===== config.mk =====
export PLATFORM = sky130hd
export DESIGN_NAME = hierarchical_scope_pipe
export DESIGN_NICKNAME = d
export VERILOG_FILES = /design/src/rtl/hierarchical_scope_pkg.sv /design/src/rtl/hierarchical_scope_acc_bank.sv /design/src/rtl/hierarchical_scope_pipe.sv
export SDC_FILE = /design/constraint.sdc
export NUM_CORES = 1
export LEC_CHECK = 0
export ABC_AREA = 1
export BUFFER_PORTS_ARGS = -buffer_cell sky130_fd_sc_hd__clkbuf_2
export CORE_UTILIZATION = 52
export DETAILED_ROUTE_END_ITERATION = 10
export GPL_ROUTABILITY_DRIVEN = 0
export PLACE_DENSITY = 0.84
export SLEW_MARGIN = 20
export SYNTH_ARGS = -nofsm -noshare
export SYNTH_HDL_FRONTEND = slang
export SYNTH_SLANG_ARGS = --single-unit

===== constraint.sdc =====
create_clock -name clk -period 3.05 [get_ports clk]
set_clock_uncertainty 0.1 [all_clocks]
set_input_delay 0.915 -clock clk [delete_from_list [all_inputs] [get_ports clk]]
set_output_delay 0.915 -clock clk [all_outputs]
set_load 0.01 [all_outputs]

===== src/rtl/hierarchical_scope_pkg.sv =====
// Shared types and helpers for the hierarchical scoped-lookup pipeline.
package hierarchical_scope_pkg;

    // Per-transaction combine mode.
    typedef enum logic {
        MODE_LEGACY = 1'b0,
        MODE_ACCUM  = 1'b1
    } mode_e;

    // Width of the output handshake counter.
    localparam int COUNT_W = 16;

    // Advance the handshake counter by one when a handshake happens.
    // The counter wraps silently from all-ones to zero.
    function automatic logic [COUNT_W-1:0] count_next(
        input logic [COUNT_W-1:0] count,
        input logic               hs
    );
        logic [COUNT_W-1:0] step;
        step = {{(COUNT_W-1){1'b0}}, hs};
        return count + step;
    endfunction

    // Modulo-2^w sum of two 32-bit-held operands, masked to the data width.
    // Used only where a width-agnostic wrap is clearer than a sized add.
    function automatic logic [31:0] wrap_add(
        input logic [31:0] a,
        input logic [31:0] b,
        input int unsigned w
    );
        logic [31:0] mask;
        if (w >= 32) begin
            mask = 32'hFFFF_FFFF;
        end else begin
            mask = (32'd1 << w) - 32'd1;
        end
        return (a + b) & mask;
    endfunction

endpackage


===== src/rtl/hierarchical_scope_acc_bank.sv =====
// Per-channel accumulator bank: combinational read port, one write port,
// and a bank-wide clear that a same-cycle write overrides on its channel.
module hierarchical_scope_acc_bank #(
    parameter int WIDTH    = 8,
    parameter int CHANNELS = 4,
    parameter int CH_W     = $clog2(CHANNELS)
) (
    input  logic             clk,
    input  logic             rst,
    input  logic             clr,
    input  logic [CH_W-1:0]  rd_chan,
    output logic [WIDTH-1:0] rd_data,
    input  logic             wr_en,
    input  logic [CH_W-1:0]  wr_chan,
    input  logic [WIDTH-1:0] wr_data
);

    logic [WIDTH-1:0] acc_q [CHANNELS];
    logic [WIDTH-1:0] acc_d [CHANNELS];

    // Read port: a clear in this cycle makes every channel read as zero, so a
    // transfer colliding with clr combines with 0 instead of the stale value.
    always_comb begin
        rd_data = {WIDTH{1'b0}};
        for (int i = 0; i < CHANNELS; i++) begin
            if (!clr && (rd_chan == CH_W'(i))) begin
                rd_data = acc_q[i];
            end else begin
                rd_data = rd_data;
            end
        end
    end

    // Next-state: a write wins on its own channel, clr zeroes the rest.
    always_comb begin
        for (int i = 0; i < CHANNELS; i++) begin
            if (wr_en && (wr_chan == CH_W'(i))) begin
                acc_d[i] = wr_data;
            end else if (clr) begin
                acc_d[i] = {WIDTH{1'b0}};
            end else begin
                acc_d[i] = acc_q[i];
            end
        end
    end

    // Accumulator storage with synchronous reset.
    always_ff @(posedge clk) begin : acc_store
        for (int i = 0; i < CHANNELS; i++) begin
            if (rst) begin
                acc_q[i] <= {WIDTH{1'b0}};
            end else begin
                acc_q[i] <= acc_d[i];
            end
        end
    end

endmodule


===== src/rtl/hierarchical_scope_pipe.sv =====
// Two-stage scoped-lookup pipeline. S1 (outer scope) captures the operand
// and its scoped middle value; S2 (inner scope) combines middle with either
// the operand (legacy) or a per-channel accumulator (accumulate), reading
// the S1 locals by hierarchical name.
module hierarchical_scope_pipe
    import hierarchical_scope_pkg::*;
#(
    parameter int WIDTH    = 8,
    parameter int CHANNELS = 4,
    parameter int INCR     = 1,
    parameter int CH_W     = $clog2(CHANNELS)
) (
    input  logic               clk,
    input  logic               rst,
    input  logic               clr,
    input  logic               in_valid,
    output logic               in_ready,
    input  logic [CH_W-1:0]    in_chan,
    input  logic               in_mode,
    input  logic [WIDTH-1:0]   in_val,
    output logic               out_valid,
    input  logic               out_ready,
    output logic [CH_W-1:0]    out_chan,
    output logic [WIDTH-1:0]   out_val,
    output logic [COUNT_W-1:0] out_count
);

    localparam logic [WIDTH-1:0] INCR_W   = WIDTH'(INCR);
    localparam logic [CH_W:0]    CH_LIMIT = (CH_W + 1)'(CHANNELS);

    typedef struct packed {
        logic             valid;
        logic [CH_W-1:0]  chan;
        mode_e            mode;
        logic [WIDTH-1:0] in_val;
        logic [WIDTH-1:0] middle;
    } s1_t;

    logic             s1_adv_s;
    logic             s2_adv_s;
    logic             xfer_s;
    logic             acc_wr_en_s;
    logic [WIDTH-1:0] acc_rd_s;
    logic [CH_W-1:0]  chan_map_s;

    // Channels beyond the populated range fold onto channel 0.
    if (CHANNELS == (1 << CH_W)) begin : g_chan_full
        assign chan_map_s = in_chan;
    end else begin : g_chan_clip
        assign chan_map_s = ({1'b0, in_chan} < CH_LIMIT) ? in_chan : {CH_W{1'b0}};
    end

    // Stage advance chain: S2 frees when empty or drained, S1 follows S2.
    assign s2_adv_s = !s2_scope.out_valid_q || out_ready;
    assign s1_adv_s = !s1_scope.s1_q.valid || s2_adv_s;
    assign in_ready = s1_adv_s;
    assign xfer_s   = s1_scope.s1_q.valid && s2_adv_s;

    // -----------------------------------------------------------------
    // S1: outer scope. Holds the accepted operand and its middle value.
    // -----------------------------------------------------------------
    if (1'b1) begin : s1_scope
        s1_t s1_d;
        s1_t s1_q;

        // Load on advance; otherwise hold so a stalled entry stays intact.
        always_comb begin
            s1_d = s1_q;
            if (s1_adv_s) begin
                s1_d.valid = in_valid;
                if (in_valid) begin
                    s1_d.chan   = chan_map_s;
                    s1_d.mode   = mode_e'(in_mode);
                    s1_d.in_val = in_val;
                    s1_d.middle = in_val + INCR_W;
                end else begin
                    s1_d.chan   = s1_q.chan;
                    s1_d.mode   = s1_q.mode;
                    s1_d.in_val = s1_q.in_val;
                    s1_d.middle = s1_q.middle;
                end
            end else begin
                s1_d = s1_q;
            end
        end

        // S1 register bank.
        always_ff @(posedge clk) begin : s1_stage
            if (rst) begin
                s1_q <= {$bits(s1_t){1'b0}};
            end else begin
                s1_q <= s1_d;
            end
        end
    end

    // -----------------------------------------------------------------
    // S2: inner scope. Combines S1 locals and owns the output registers.
    // -----------------------------------------------------------------
    if (1'b1) begin : s2_scope
        logic               out_valid_d;
        logic               out_valid_q;
        logic [CH_W-1:0]    out_chan_d;
        logic [CH_W-1:0]    out_chan_q;
        logic [WIDTH-1:0]   out_val_d;
        logic [WIDTH-1:0]   out_val_q;
        logic [COUNT_W-1:0] count_d;
        logic [COUNT_W-1:0] count_q;
        logic [WIDTH-1:0]   result_s;

        // Combine middle with the operand or the channel accumulator.
        always_comb begin
            case (s1_scope.s1_q.mode)
                MODE_LEGACY: result_s = s1_scope.s1_q.in_val + s1_scope.s1_q.middle;
                MODE_ACCUM:  result_s = acc_rd_s + s1_scope.s1_q.middle;
                default:     result_s = s1_scope.s1_q.in_val + s1_scope.s1_q.middle;
            endcase
        end

        // Output next-state: refill on advance, hold while back-pressured.
        always_comb begin
            out_valid_d = out_valid_q;
            out_chan_d  = out_chan_q;
            out_val_d   = out_val_q;
            if (s2_adv_s) begin
                out_valid_d = s1_scope.s1_q.valid;
                if (s1_scope.s1_q.valid) begin
                    out_chan_d = s1_scope.s1_q.chan;
                    out_val_d  = result_s;
                end else begin
                    out_chan_d = out_chan_q;
                    out_val_d  = out_val_q;
                end
            end else begin
                out_valid_d = out_valid_q;
            end
            count_d = count_next(count_q, out_valid_q && out_ready);
        end

        // S2 output registers and handshake counter.
        always_ff @(posedge clk) begin : s2_stage
            if (rst) begin
                out_valid_q <= 1'b0;
                out_chan_q  <= {CH_W{1'b0}};
                out_val_q   <= {WIDTH{1'b0}};
                count_q     <= {COUNT_W{1'b0}};
            end else begin
                out_valid_q <= out_valid_d;
                out_chan_q  <= out_chan_d;
                out_val_q   <= out_val_d;
                count_q     <= count_d;
            end
        end
    end

    // Accumulators update exactly once per S1->S2 transfer in accumulate mode.
    assign acc_wr_en_s = xfer_s && (s1_scope.s1_q.mode == MODE_ACCUM);

    hierarchical_scope_acc_bank #(
        .WIDTH    (WIDTH),
        .CHANNELS (CHANNELS),
        .CH_W     (CH_W)
    ) u_acc_bank (
        .clk     (clk),
        .rst     (rst),
        .clr     (clr),
        .rd_chan (s1_scope.s1_q.chan),
        .rd_data (acc_rd_s),
        .wr_en   (acc_wr_en_s),
        .wr_chan (s1_scope.s1_q.chan),
        .wr_data (s2_scope.result_s)
    );

    assign out_valid = s2_scope.out_valid_q;
    assign out_chan  = s2_scope.out_chan_q;
    assign out_val   = s2_scope.out_val_q;
    assign out_count = s2_scope.count_q;

endmodule


==> summary.txt, run 1 <==
Logic synthesis
  • Mapped Area: 3686 sq um
  • Gate count after technology mapping: a little under 500
  • Number of synthesis warnings: 0
  • Post-synthesis sequential area ratio: between 40 and 50%
  • Average size of a mapped cell: between 7 and 8 sq um
  • Synth unique cells: 33
  • Nets in the synthesized netlist: ~520
  • Synthesis-stage register bit count: 79

Clocking
  • Num CTS Buffers: 9
  • Clock insertion delay at the later pin of the skew report: between 0.3 and 0.4 ns
  • Clock net sink count: 79
  • Clock-pin slew on the worst setup and hold paths: roughly 0.080 ns
  • Clock root cell: sky130_fd_sc_hd__clkbuf_8
  • Post-cts hold buffer count: 0
  • CTS tree: done
  • Total number of H-tree levels: 3
  • Maximum buffer depth of the clock tree: 2

Setup path
  • Critical path class: in -> reg
  • Critical Path RT: about 3.2 ns
  • Max stage delay on crit path: around 0.34 ns
  • Crit end category: flip-flop
  • Standard cell with the maximum stage delay on the critical path: sky130_fd_sc_hd__ha_1
  • Number of buffer and inverter stages on the critical path: 4
  • Startpoint Class: primary input
  • Highest net fanout along the worst path: 8
  • Cell chain of the critical path: buf_2 > inv_4 > nand3_4 > buf_6 > o21ai_0 > a31oi_1 > ha_1 > a21oi_2 > o21ai_0 > a31oi_1 > inv_1 > nand3_2 > nand3_1 > a21oi_1
  • Cell family contributing the most delay on the critical path: compound AO/OA/AOI/OAI gates
  • Worst endpoint data arrival time: around 3.2 ns

Power
  • Total power draw: 2.111 mW
  • Largest vdd supply drop: about 270 uV
  • Part of the power in the clock network: 30.2%
  • Switching part of the total: between 20% and 30%
  • Power per cell area: around 490 nW/um^2
  • Leak pwr: between 1.5 and 2 nW
  • Power share of the combinational group: ~18%
  • Switching component of the power: 0.6128 mW
  • Cell internal pwr: between 1 and 1.5 mW
  • Seq pwr share: about half

Timing
  • Max Transition Viols Final: 0
  • Final hold violations: 0
  • Final period utilization: a little over nine tenths
  • Final setup fails: 0
  • Setup repair after global routing missed its margin: yes
  • F_max: around 340 MHz
  • Accumulated negative setup slack: 0 ns
  • Minimum clock period after layout: a little under 3 ns
  • Worst rel slew slack: 56.33%
  • Transition time at the pin with the least slew margin: 0.6543 ns

Final layout
  • Count of placed standard cells in the final layout, fillers left out: between 600 and 700
  • Final instance area: between 4000 and 5000 sq um
  • Layout overhead on the synthesized area: 17.52%
  • Ratio of cells with drive above 1 in the final layout: a little over 20%
  • Number of diodes added for antenna fixing: 0
  • Final net count: 587

Die
  • Initial Util: between 50% and 60%
  • Full die area: ~7400 sq um
  • # IOs: between 40 and 50
  • Core area: 6832 sq um
  • Number of rows created at floorplan: 30
  • Die span in y: roughly 86 microns
  • Die extent in x: 86.20 microns

Place
  • Post-DP HPWL: about 6.5 mm
  • Number of instances in the placed design: roughly 640
  • Area post-placement: between 4000 and 5000 sq um
  • # port buffers: 43

Global route
  • Met2 usage in global routing: 41.77%
  • Maximum number of pins on one net before global-route repair: between 50 and 60
  • Layer with the highest usage: met2
  • Overall fraction of global-route tracks in use: between 20 and 30%
  • Initial antenna violation count: 0
  • Wire length of the first global-routing pass: between 10 and 15 mm
  • Number of global-route vias before repair: around 3,400
  • Met1 usage in global routing: roughly a third
  • Grt met3 use: ~7.6%
  • GRT Residual Overflow: 0

Route
  • Via count normalized by instance count: ~5.5
  • Wire per inst: roughly 14 microns
  • First drt pass iteration count: 6
  • DRC violation count after routing: 0
  • Final wirelength: slightly above 9 mm
  • Number of design-rule violations left by the first detailed-router iteration: 337
  • Antenna violation net count after detailed routing: 0
  • Total via count in the routed design: ~3,600

Job
  • Max-cap violations: 0

Status
  • Result of the run: completed

Hold path
  • Min-Delay Path Class: reg -> reg
[sequential cells by signal (all words and copies together), names as in the netlist]
signal            cells
u_acc_bank.acc_q     32
s1_scope.s1_q        20
out_count            16
out_val               8
out_chan              2
out_valid             1
[path summary, 6_finish.rpt]
check                                              end  slack (ns)                   start  cells past startpoint
worst max-delay path            u_acc_bank.acc_q[0][7]        0.07                     clr                     14
worst min-delay path            u_acc_bank.acc_q[0][6]        0.36  u_acc_bank.acc_q[0][6]                      2
worst max register to register  u_acc_bank.acc_q[0][7]        0.21       s1_scope.s1_q[17]                     13
worst min register to register  u_acc_bank.acc_q[0][6]        0.36  u_acc_bank.acc_q[0][6]                      2
[cells in the final DEF (no fill, tap or decap), types with 3 or more instances in the layout]
cell                         n
sky130_fd_sc_hd__nand2_1   101
sky130_fd_sc_hd__dfxtp_1    78
sky130_fd_sc_hd__nor2_1     57
sky130_fd_sc_hd__a21oi_1    56
sky130_fd_sc_hd__clkbuf_2   42
sky130_fd_sc_hd__o21ai_0    36
sky130_fd_sc_hd__inv_1      32
sky130_fd_sc_hd__nand3_1    31
sky130_fd_sc_hd__buf_4      25
sky130_fd_sc_hd__nand4_1    12
sky130_fd_sc_hd__a31oi_1     9
sky130_fd_sc_hd__xor2_1      9
sky130_fd_sc_hd__ha_1        9
sky130_fd_sc_hd__clkbuf_8    9
sky130_fd_sc_hd__nor2_2      7
sky130_fd_sc_hd__nand2_2     5
sky130_fd_sc_hd__nor3_4      4
sky130_fd_sc_hd__nor3_1      4
sky130_fd_sc_hd__inv_2       3
sky130_fd_sc_hd__nand3_2     3
sky130_fd_sc_hd__a21oi_2     3
sky130_fd_sc_hd__clkbuf_1    3
[power groups by stage]
| stage | Combinational [mW] | Sequential [mW] | Clock, mW |
|---|---|---|---|
| finish | 0.378 | 1.10 | 0.637 |
| global route | 0.412 | 1.10 | 0.683 |
| CTS | 0.360 | 1.09 | 0.646 |
| detailed placement | 0.357 | 1.12 | 0 |
| global placement | 0.348 | 1.12 | 0 |
| floorplan | 0.219 | 1.11 | 0 |
[kinds of logic (layout without fill, tap and decap cells)]
family | count (synthesis) | count (layout) | synth area share [%]
and+or+nand+nor | 230 | 230 | 28.82
AOI/OAI and AO/OA | 110 | 110 | 15.58
DFF | 79 | 79 | 42.91
buffers and inverters | 56 | 122 | 6.144
adders and majority gates | 11 | 11 | 3.938
xor gates and xnor gates | 11 | 11 | 2.614
[area by class of cell]
| cell class | instances | area [sq um] |
|---|---|---|
| Clock buffer | 12 | 135.1 |
| Fill cell | 605 | 2500 |
| Clock inverter | 2 | 10.01 |
| Timing Repair Buffer | 70 | 425.4 |
| Inverter | 37 | 143.9 |
| Multi-Input combinational cell | 362 | 1907 |
| Tap cell | 96 | 120.1 |
| Sequential cell | 79 | 1583 |
| Timing Repair inverter | 1 | 7.507 |
[routing by layer]
layer,wire [microns],vias up
li1,-,1781
met1,3919,1681
met2,4299,126
met3,650,31
met4,309,0
met5,0,-
[worst register-to-register path: stages, from the launching register on]
cell	delay (ns)
sky130_fd_sc_hd__dfxtp_1	0.41
sky130_fd_sc_hd__inv_2	0.21
sky130_fd_sc_hd__nand3_4	0.14
sky130_fd_sc_hd__buf_6	0.16
sky130_fd_sc_hd__o21ai_0	0.27
sky130_fd_sc_hd__a31oi_1	0.14
sky130_fd_sc_hd__ha_1	0.34
sky130_fd_sc_hd__a21oi_2	0.20
sky130_fd_sc_hd__o21ai_0	0.10
sky130_fd_sc_hd__a31oi_1	0.24
sky130_fd_sc_hd__inv_1	0.10
sky130_fd_sc_hd__nand3_2	0.12
sky130_fd_sc_hd__nand3_1	0.09
sky130_fd_sc_hd__a21oi_1	0.14
[timing repair]
action,in CTS,in global routing
setup buffers,0,2
endpoints found under the hold margin,0,0
setup endpoints to repair,0,9
gates resized for setup,0,11
[per-stage QoR]
step                hold WS, ns  worst slack (ns)  util, %
CTS                      0.3646            0.1348    62.67
global route             0.3725          -0.07099    63.41
global placement         0.3487           -0.1558    60.55
floorplan                0.3360           0.05013        -
detailed placement       0.3536           -0.2302    60.55
finish                   0.3634           0.07298    63.41
[cell usage after synthesis]
master | count | area share, %
sky130_fd_sc_hd__nor3_4 | 4 | 1.8
sky130_fd_sc_hd__buf_6 | 1 | 0.31
sky130_fd_sc_hd__xnor2_1 | 2 | 0.48
sky130_fd_sc_hd__fa_1 | 1 | 0.54
sky130_fd_sc_hd__clkbuf_1 | 15 | 1.5
sky130_fd_sc_hd__dfxtp_1 | 79 | 43
sky130_fd_sc_hd__o21ai_0 | 37 | 5.0
sky130_fd_sc_hd__nor4_1 | 1 | 0.17
sky130_fd_sc_hd__nand3_2 | 3 | 0.81
sky130_fd_sc_hd__nand2_1 | 102 | 10
sky130_fd_sc_hd__nor3_2 | 1 | 0.27
sky130_fd_sc_hd__a21oi_1 | 59 | 8.0
sky130_fd_sc_hd__inv_1 | 32 | 3.3
sky130_fd_sc_hd__nor3_1 | 4 | 0.54
sky130_fd_sc_hd__buf_4 | 1 | 0.20
sky130_fd_sc_hd__o211ai_1 | 2 | 0.41
sky130_fd_sc_hd__a31oi_1 | 9 | 1.5
sky130_fd_sc_hd__nand3_4 | 1 | 0.48
sky130_fd_sc_hd__buf_2 | 2 | 0.27
sky130_fd_sc_hd__ha_1 | 10 | 3.4
sky130_fd_sc_hd__or2_2 | 1 | 0.17
sky130_fd_sc_hd__nand2_2 | 4 | 0.68
sky130_fd_sc_hd__xor2_1 | 9 | 2.1
sky130_fd_sc_hd__nand4_1 | 12 | 2.0
sky130_fd_sc_hd__nand3_1 | 31 | 4.2
sky130_fd_sc_hd__a211oi_1 | 2 | 0.41
sky130_fd_sc_hd__nor3b_1 | 1 | 0.20
sky130_fd_sc_hd__inv_2 | 4 | 0.41
sky130_fd_sc_hd__nor2_1 | 58 | 5.9
sky130_fd_sc_hd__or2_0 | 1 | 0.17
sky130_fd_sc_hd__inv_4 | 1 | 0.17
sky130_fd_sc_hd__nor2_2 | 6 | 1.0
sky130_fd_sc_hd__o21a_1 | 1 | 0.20
No activity file was read; power rests on OpenSTA's default activity.
==> inputs of run 2 (changes only) <==
--- a/config.mk
+++ b/config.mk
@@ -7,10 +7,12 @@
 export LEC_CHECK = 0
 export ABC_AREA = 1
 export BUFFER_PORTS_ARGS = -buffer_cell sky130_fd_sc_hd__clkbuf_2
-export CORE_UTILIZATION = 52
+export CELL_PAD_IN_SITES_DETAIL_PLACEMENT = 2
+export CELL_PAD_IN_SITES_GLOBAL_PLACEMENT = 2
+export CORE_UTILIZATION = 33
 export DETAILED_ROUTE_END_ITERATION = 10
 export GPL_ROUTABILITY_DRIVEN = 0
-export PLACE_DENSITY = 0.84
+export PLACE_DENSITY = 0.88
 export SLEW_MARGIN = 20
 export SYNTH_ARGS = -nofsm -noshare
 export SYNTH_HDL_FRONTEND = slang
==> constraint.sdc (replaced) <==
create_clock -name clk -period 2.9 [get_ports clk]
set_clock_uncertainty 0.1 [all_clocks]
set_input_delay 0.87 -clock clk [delete_from_list [all_inputs] [get_ports clk]]
set_output_delay 0.87 -clock clk [all_outputs]
set_load 0.01 [all_outputs]
==> run 2 against run 1 <==
Highest routed layer unchanged. Combinational power is 68% higher. Clock power rose by 41%. Worst hold slack gained 0.019 ns. Register-to-register slack lost 0.52 ns. The flow now finishes with violations (setup timing). Cell count rose by 10%. Non-clock buffer count increased by 23. Via count rose by 16%. Global-route usage is 6.6 points higher.
==> summary.txt, run 2 (synthesized netlist as in run 1, its figures left out) <==
Status
  • Result of the run: finished with violations
  • Failing checks: setup timing

Final layout
  • Most frequent cells in the layout: sky130_fd_sc_hd__nand2_1, sky130_fd_sc_hd__dfxtp_1, sky130_fd_sc_hd__nor2_1
  • Final net count: approximately 610
  • Register containing the most flip-flops in the final layout: u_acc_bank.acc_q
  • Ratio of cells with drive above 1 in the final layout: 31.18%
  • Max FFs per register: 32
  • Most frequent standard cell in the layout excluding fill and tap cells: sky130_fd_sc_hd__nand2_1
  • Final instance area: between 4000 and 5000 sq um
  • Number of diodes added for antenna fixing: 0
  • Layout overhead on the synthesized area: 33.27%

Route
  • Via count normalized by instance count: 5.766
  • Antenna violation net count after detailed routing: 0
  • Number of design-rule violations left by the first detailed-router iteration: about 200
  • Final wirelength: between 15 and 20 mm
  • DRC violation count after routing: 0
  • Wire per inst: around 26 microns
  • First drt pass iteration count: 4
  • Total via count in the routed design: 4,192

Setup path
  • Worst endpoint data arrival time: 3.40 ns
  • Endpoint of the worst-slack reg-to-reg timing path: out_val[7]
  • Crit end category: flip-flop
  • Critical Path RT: just over 3 ns
  • Critical path class: in -> reg
  • Startpoint of the worst register-to-register path: s1_scope.s1_q[18]
  • Highest net fanout along the worst path: 8
  • Number of cells on the worst reg-to-reg path: 14
  • R2R setup slack: -0.31 ns
  • Startpoint Class: primary input

Timing
  • Setup repair after global routing missed its margin: yes
  • Accumulated negative setup slack: -3.824 ns
  • Max Transition Viols Final: 0
  • Worst rel slew slack: between 40% and 50%
  • Final hold violations: 0
  • Minimum clock period after layout: roughly 3.2 ns
  • Worst hold slack after final layout: 0.3827 ns
  • F_max: 310.3 MHz
  • Transition time at the pin with the least slew margin: 0.8033 ns
  • Final period utilization: 111.1%
  • Setup ws final: -0.3232 ns
  • Final setup fails: 27

Global route
  • Number of global-route vias before repair: around 4,500
  • Initial antenna violation count: 0
  • GRT Residual Overflow: 0
  • Wire length of the first global-routing pass: between 20 and 30 mm
  • Maximum number of pins on one net before global-route repair: 54
  • Overall fraction of global-route tracks in use: roughly a third

Place
  • Post-DP HPWL: about 11 mm
  • Area post-placement: around 4300 sq um
  • Pre-CTS worst setup slack: -0.6546 ns
  • # port buffers: 43

Die
  • Die span in y: 107.7 microns
  • Number of rows created at floorplan: 38
  • Die extent in x: about 110 microns
  • Initial Util: about a third
  • Core area: around 11,000 sq um
  • Full die area: ~12,000 sq um
  • # IOs: between 40 and 50

Hold path
  • Min-Delay Path Class: reg -> reg
  • Hold Path End: u_acc_bank.acc_q[3][3]
  • Worst hold path cell count: 2
  • Hold Path Origin: u_acc_bank.acc_q[3][3]

Clocking
  • Clock net sink count: between 70 and 80
  • Clock-pin slew on the worst setup and hold paths: roughly 0.090 ns
  • Num CTS Buffers: 9
  • Clock root cell: sky130_fd_sc_hd__clkbuf_8
  • Maximum buffer depth of the clock tree: 2
  • Clock insertion delay at the later pin of the skew report: between 0.3 and 0.4 ns
  • CTS tree: done
  • Total number of H-tree levels: 3

Power
  • Leak pwr: between 2 and 2.5 nW
  • Total power draw: roughly 2.7 mW
  • Largest vdd supply drop: a little over 200 uV
  • Power per cell area: 547.2 nW/um^2

Job
  • Max-cap violations: 0
-- run 2: cell count changes in the layout (fill, tap and decap cells not counted), moves of 3 or more --
cell / previous run / this run
sky130_fd_sc_hd__a21oi_2: 3 / 10
sky130_fd_sc_hd__a31oi_1: 9 / 6
sky130_fd_sc_hd__nand2_1: 101 / 94
sky130_fd_sc_hd__o21ai_2: 0 / 5
sky130_fd_sc_hd__o21ai_0: 36 / 26
sky130_fd_sc_hd__buf_6: 2 / 8
sky130_fd_sc_hd__a21oi_1: 56 / 48
sky130_fd_sc_hd__buf_4: 25 / 41
sky130_fd_sc_hd__o21ai_1: 1 / 5
sky130_fd_sc_hd__nand2_2: 5 / 10
sky130_fd_sc_hd__nand3_1: 31 / 23
sky130_fd_sc_hd__nand3_2: 3 / 9
-- run 2: layout make-up --
cell class	count	area, sq um
Multi-Input combinational cell	362	2152
Tap cell	140	175.2
Clock buffer	11	141.4
Timing Repair Buffer	93	653.1
Fill cell	1239	5928
Clock inverter	5	57.56
Sequential cell	79	1584
Inverter	37	148.9
-- run 2: worst max path at each step --
stage	cells after the start	start	slack [ns]	endpoint
finish	16	clr	-0.32	out_val[7]
global route	16	s1_scope.s1_q[18]	-0.39	u_acc_bank.acc_q[3][6]
global placement	16	clr	-0.35	u_acc_bank.acc_q[3][6]
CTS	15	clr	-0.09	u_acc_bank.acc_q[1][6]
floorplan	15	clr	-0.002	out_val[6]
detailed placement	15	clr	-0.65	u_acc_bank.acc_q[3][4]
-- run 2: power breakdown --
group	switching, mW	internal (mW)
combinational	0.395	0.239
sequential	0.0360	1.12
clock	0.477	0.421
-- run 2: worst max-delay path, stage by stage --
cell and delay, ns:
sky130_fd_sc_hd__clkbuf_16 0.13, sky130_fd_sc_hd__inv_8 0.08, sky130_fd_sc_hd__buf_6 0.12, sky130_fd_sc_hd__nand4_1 0.16
sky130_fd_sc_hd__nand3_1 0.14, sky130_fd_sc_hd__o21ai_0 0.11, sky130_fd_sc_hd__a31oi_1 0.22, sky130_fd_sc_hd__ha_2 0.38
sky130_fd_sc_hd__a21oi_2 0.20, sky130_fd_sc_hd__o21ai_1 0.10, sky130_fd_sc_hd__a31oi_2 0.25, sky130_fd_sc_hd__nand3_2 0.21
sky130_fd_sc_hd__nand2_1 0.17, sky130_fd_sc_hd__nand2_1 0.08, sky130_fd_sc_hd__nand2_2 0.07, sky130_fd_sc_hd__inv_1 0.07
-- run 2: metal layers --
metal  track usage (%)  routed length [microns]
met1             35.56                     7397
met2             56.32                     9696
met3             6.235                     1009
met4             22.50                     1126
met5                 0                        0
-- run 2: what timing repair did --
item	4_1_cts	5_1_grt
setup endpoints to repair	22	27
hold buffers	0	0
resized for setup	33	47
setup buffers	8	6
pin swaps	12	29
cloned	0	0
-- run 2: stage by stage --
stage / utilization (%) / std cells
2_1_floorplan: - / 497
4_1_cts: 43.13 / 721
3_5_place_dp: 39.45 / 697
6_report: 45.31 / 727
3_3_place_gp: 39.45 / 697
5_1_grt: 45.31 / 727
==> inputs of run 3 (changes only) <==
--- a/config.mk
+++ b/config.mk
@@ -5,11 +5,10 @@
 export SDC_FILE = /design/constraint.sdc
 export NUM_CORES = 1
 export LEC_CHECK = 0
-export ABC_AREA = 1
 export BUFFER_PORTS_ARGS = -buffer_cell sky130_fd_sc_hd__clkbuf_2
 export CELL_PAD_IN_SITES_DETAIL_PLACEMENT = 2
 export CELL_PAD_IN_SITES_GLOBAL_PLACEMENT = 2
-export CORE_UTILIZATION = 33
+export CORE_UTILIZATION = 35
 export DETAILED_ROUTE_END_ITERATION = 10
 export GPL_ROUTABILITY_DRIVEN = 0
 export PLACE_DENSITY = 0.88
==> run 3 against run 2 <==
Worst hold slack worse by 0.020 ns. Register-to-register slack better by 0.28 ns. Critical endpoint is now u_acc_bank.acc_q[2][6]. The run still ends with setup timing left. Clock power down 3.1%. Utilization up 0.41 points.
==> summary.txt, run 3 <==
Setup path
  • Number of cells on the worst reg-to-reg path: 12
  • Highest net fanout along the worst path: 6
  • Worst endpoint data arrival time: around 3.1 ns
  • Critical Path RT: about 3 ns
  • Crit end category: flip-flop
  • Startpoint Class: flip-flop
  • Critical path class: reg -> reg

Logic synthesis
  • Most frequent cells after synthesis: sky130_fd_sc_hd__dfxtp_1, sky130_fd_sc_hd__nand2_1, sky130_fd_sc_hd__a21oi_1
  • EDFF count, synth: 0
  • Top-area cell type share of the netlist area: a little over two fifths
  • Top cell type by total area after synthesis: sky130_fd_sc_hd__dfxtp_1
  • Synth top area cells: sky130_fd_sc_hd__dfxtp_1, sky130_fd_sc_hd__nand2_1, sky130_fd_sc_hd__a21oi_1
  • Count leader, synth: sky130_fd_sc_hd__dfxtp_1
  • Post-synthesis sequential area ratio: between 40 and 50%
  • Async S/R FF share, synth: 0%
  • Synthesis-stage register bit count: between 70 and 80
  • Synth unique cells: 38
  • Nets in the synthesized netlist: between 400 and 500
  • Gate count after technology mapping: ~430
  • Average size of a mapped cell: 8.425 sq um
  • Prevailing post-synth register cell: sky130_fd_sc_hd__dfxtp_1
  • Number of synthesis warnings: 0
  • Mapped Area: between 3000 and 4000 sq um

Timing
  • Minimum clock period after layout: between 2 and 3 ns
  • Final hold violations: 0
  • Transition time at the pin with the least slew margin: ~0.94 ns
  • F_max: 341.0 MHz
  • Accumulated negative setup slack: -0.1288 ns
  • Setup ws final: -0.03230 ns
  • Setup repair after global routing missed its margin: yes
  • Worst rel slew slack: between 30% and 40%
  • Final setup fails: 6
  • Final period utilization: 101.1%
  • Max Transition Viols Final: 0

Power
  • Switching part of the total: between 20% and 30%
  • Largest vdd supply drop: between 200 and 300 uV
  • Cell internal pwr: between 1.5 and 2 mW
  • Power share of the combinational group: between 10% and 20%
  • Power per cell area: between 500 and 600 nW/um^2
  • Leak pwr: 1.729 nW
  • Total power draw: ~2.3 mW
  • Seq pwr share: between 40% and 50%
  • Part of the power in the clock network: 37.1%
  • Switching component of the power: 0.6987 mW

Final layout
  • Max FFs per register: 32
  • Most frequent cells in the layout: sky130_fd_sc_hd__dfxtp_1, sky130_fd_sc_hd__nand2_1, sky130_fd_sc_hd__a21oi_1
  • Number of diodes added for antenna fixing: 0
  • Most frequent standard cell in the layout excluding fill and tap cells: sky130_fd_sc_hd__dfxtp_1
  • Core Util, Final: a little under half
  • Ratio of cells with drive above 1 in the final layout: a little over a quarter
  • Register containing the most flip-flops in the final layout: u_acc_bank.acc_q
  • Final net count: 517
  • Layout overhead on the synthesized area: 24.48%

Route
  • Total via count in the routed design: 3,604
  • Antenna violation net count after detailed routing: 0
  • DRC violation count after routing: 0
  • Wire per inst: between 20 and 25 microns
  • Final wirelength: 14.71 mm
  • First drt pass iteration count: 4
  • Number of design-rule violations left by the first detailed-router iteration: about 190
  • Via count normalized by instance count: 5.739

Clocking
  • CTS tree: done
  • Num CTS Buffers: 9
  • Maximum buffer depth of the clock tree: 2
  • Clock net sink count: 79
  • Clock-pin slew on the worst setup and hold paths: ~0.1 ns
  • Clock insertion delay at the later pin of the skew report: around 0.38 ns
  • Total number of H-tree levels: 3
  • Clock root cell: sky130_fd_sc_hd__clkbuf_8

Global route
  • Overall fraction of global-route tracks in use: between 20% and 30%
  • Number of global-route vias before repair: between 3,000 and 4,000
  • Initial antenna violation count: 0
  • Maximum number of pins on one net before global-route repair: 33
  • GRT Residual Overflow: 0
  • Wire length of the first global-routing pass: 21.69 mm

Status
  • Result of the run: finished with violations
  • Failing checks: setup timing

Die
  • Die extent in x: a little over 100 microns
  • Die span in y: about 100 microns
  • Number of rows created at floorplan: 36
  • # IOs: 44
  • Full die area: approximately 11,000 sq um
  • Core area: 9910 sq um
  • Initial Util: about 37%

Place
  • Post-DP HPWL: 8.866 mm
  • # port buffers: 43

Hold path
  • Min-Delay Path Class: reg -> reg
  • Worst hold path cell count: 2

Job
  • Max-cap violations: 0
run 3: changes by cell type in the layout (fill, tap and decap cells not counted), moves of 8 or more:
cell                      delta
sky130_fd_sc_hd__nor2_1     -30
sky130_fd_sc_hd__nand2_1    -27
sky130_fd_sc_hd__o21ai_0    -22
sky130_fd_sc_hd__nand3_1    +20
sky130_fd_sc_hd__buf_4      -15
sky130_fd_sc_hd__inv_1      -14
sky130_fd_sc_hd__nand3_2     -9
sky130_fd_sc_hd__mux4_2      +8
sky130_fd_sc_hd__nand2_2     -8
run 3: per-layer routing:
| layer | vias to the layer above | global-route usage (%) | share of wire [%] |
|---|---|---|---|
| met5 | - | 0 | 0 |
| met4 | 0 | 11.22 | 3.9 |
| met3 | 39 | 5.514 | 4.0 |
| met2 | 115 | 46.95 | 54 |
| met1 | 1844 | 29.45 | 39 |
| li1 | 1606 | - | - |
run 3: critical path, stage by stage (launching register included):
cell,delay [ns]
sky130_fd_sc_hd__dfxtp_4,0.43
sky130_fd_sc_hd__mux4_2,0.52
sky130_fd_sc_hd__inv_1,0.09
sky130_fd_sc_hd__o22ai_1,0.09
sky130_fd_sc_hd__ha_2,0.21
sky130_fd_sc_hd__fa_2,0.35
sky130_fd_sc_hd__a21o_1,0.20
sky130_fd_sc_hd__a21oi_2,0.16
sky130_fd_sc_hd__buf_4,0.15
sky130_fd_sc_hd__nor4b_4,0.05
sky130_fd_sc_hd__a211oi_4,0.20
sky130_fd_sc_hd__buf_6,0.16
sky130_fd_sc_hd__o21ai_0,0.08
run 3: logic make-up after synthesis:
family | synth area share [%]
buffers and inverters | 5.087
AOI/OAI and AO/OA | 13.48
xor gates and xnor gates | 5.741
and+or+nand+nor | 23.31
DFF | 43.45
muxes | 4.950
adders and majority gates | 3.988
run 3: final timing paths:
kind                      from                endpoint  slack, ns
max          s1_scope.s1_q[18]  u_acc_bank.acc_q[2][6]      -0.03
max reg2reg  s1_scope.s1_q[18]  u_acc_bank.acc_q[2][6]      -0.03
min                 out_val[5]              out_val[5]       0.36
min reg2reg         out_val[5]              out_val[5]       0.36
run 3: area by class of cell:
type                    instances  area, sq um
well taps                     133        166.4
clock inverters                 6        68.82
clock buffers                  10        127.6
inverters                      19        72.57
multi-input cells             307         2042
fillers                      1082         5379
repair buffers                 74        466.7
flip-flops and latches         79         1587
run 3: timing repair:
action	4_1_cts	5_1_grt
hold buffers	0	0
setup buffers	1	5
pin swaps	1	9
endpoints found under the setup margin	20	15
gates resized for setup	13	29
run 3: power by group through the flow:
stage               sequential, mW  combinational [mW]  clock (mW)
floorplan                     1.16               0.156           0
global placement              1.16               0.250           0
detailed placement            1.16               0.269           0
CTS                           1.14               0.289       0.871
global route                  1.14               0.354       0.921
finish                        1.14               0.333       0.870
run 3: stage by stage:
step           cells  cell area (sq um)  setup WS [ns]  hold WS, ns
3_5_place_dp     608               4118        -0.4583       0.3529
6_report         628               4531       -0.03230       0.3623
2_1_floorplan    432               3656        0.01689       0.3318
3_3_place_gp     608               4118        -0.1578       0.3455
4_1_cts          625               4362        0.01618       0.3645
5_1_grt          628               4531        -0.1059       0.3857
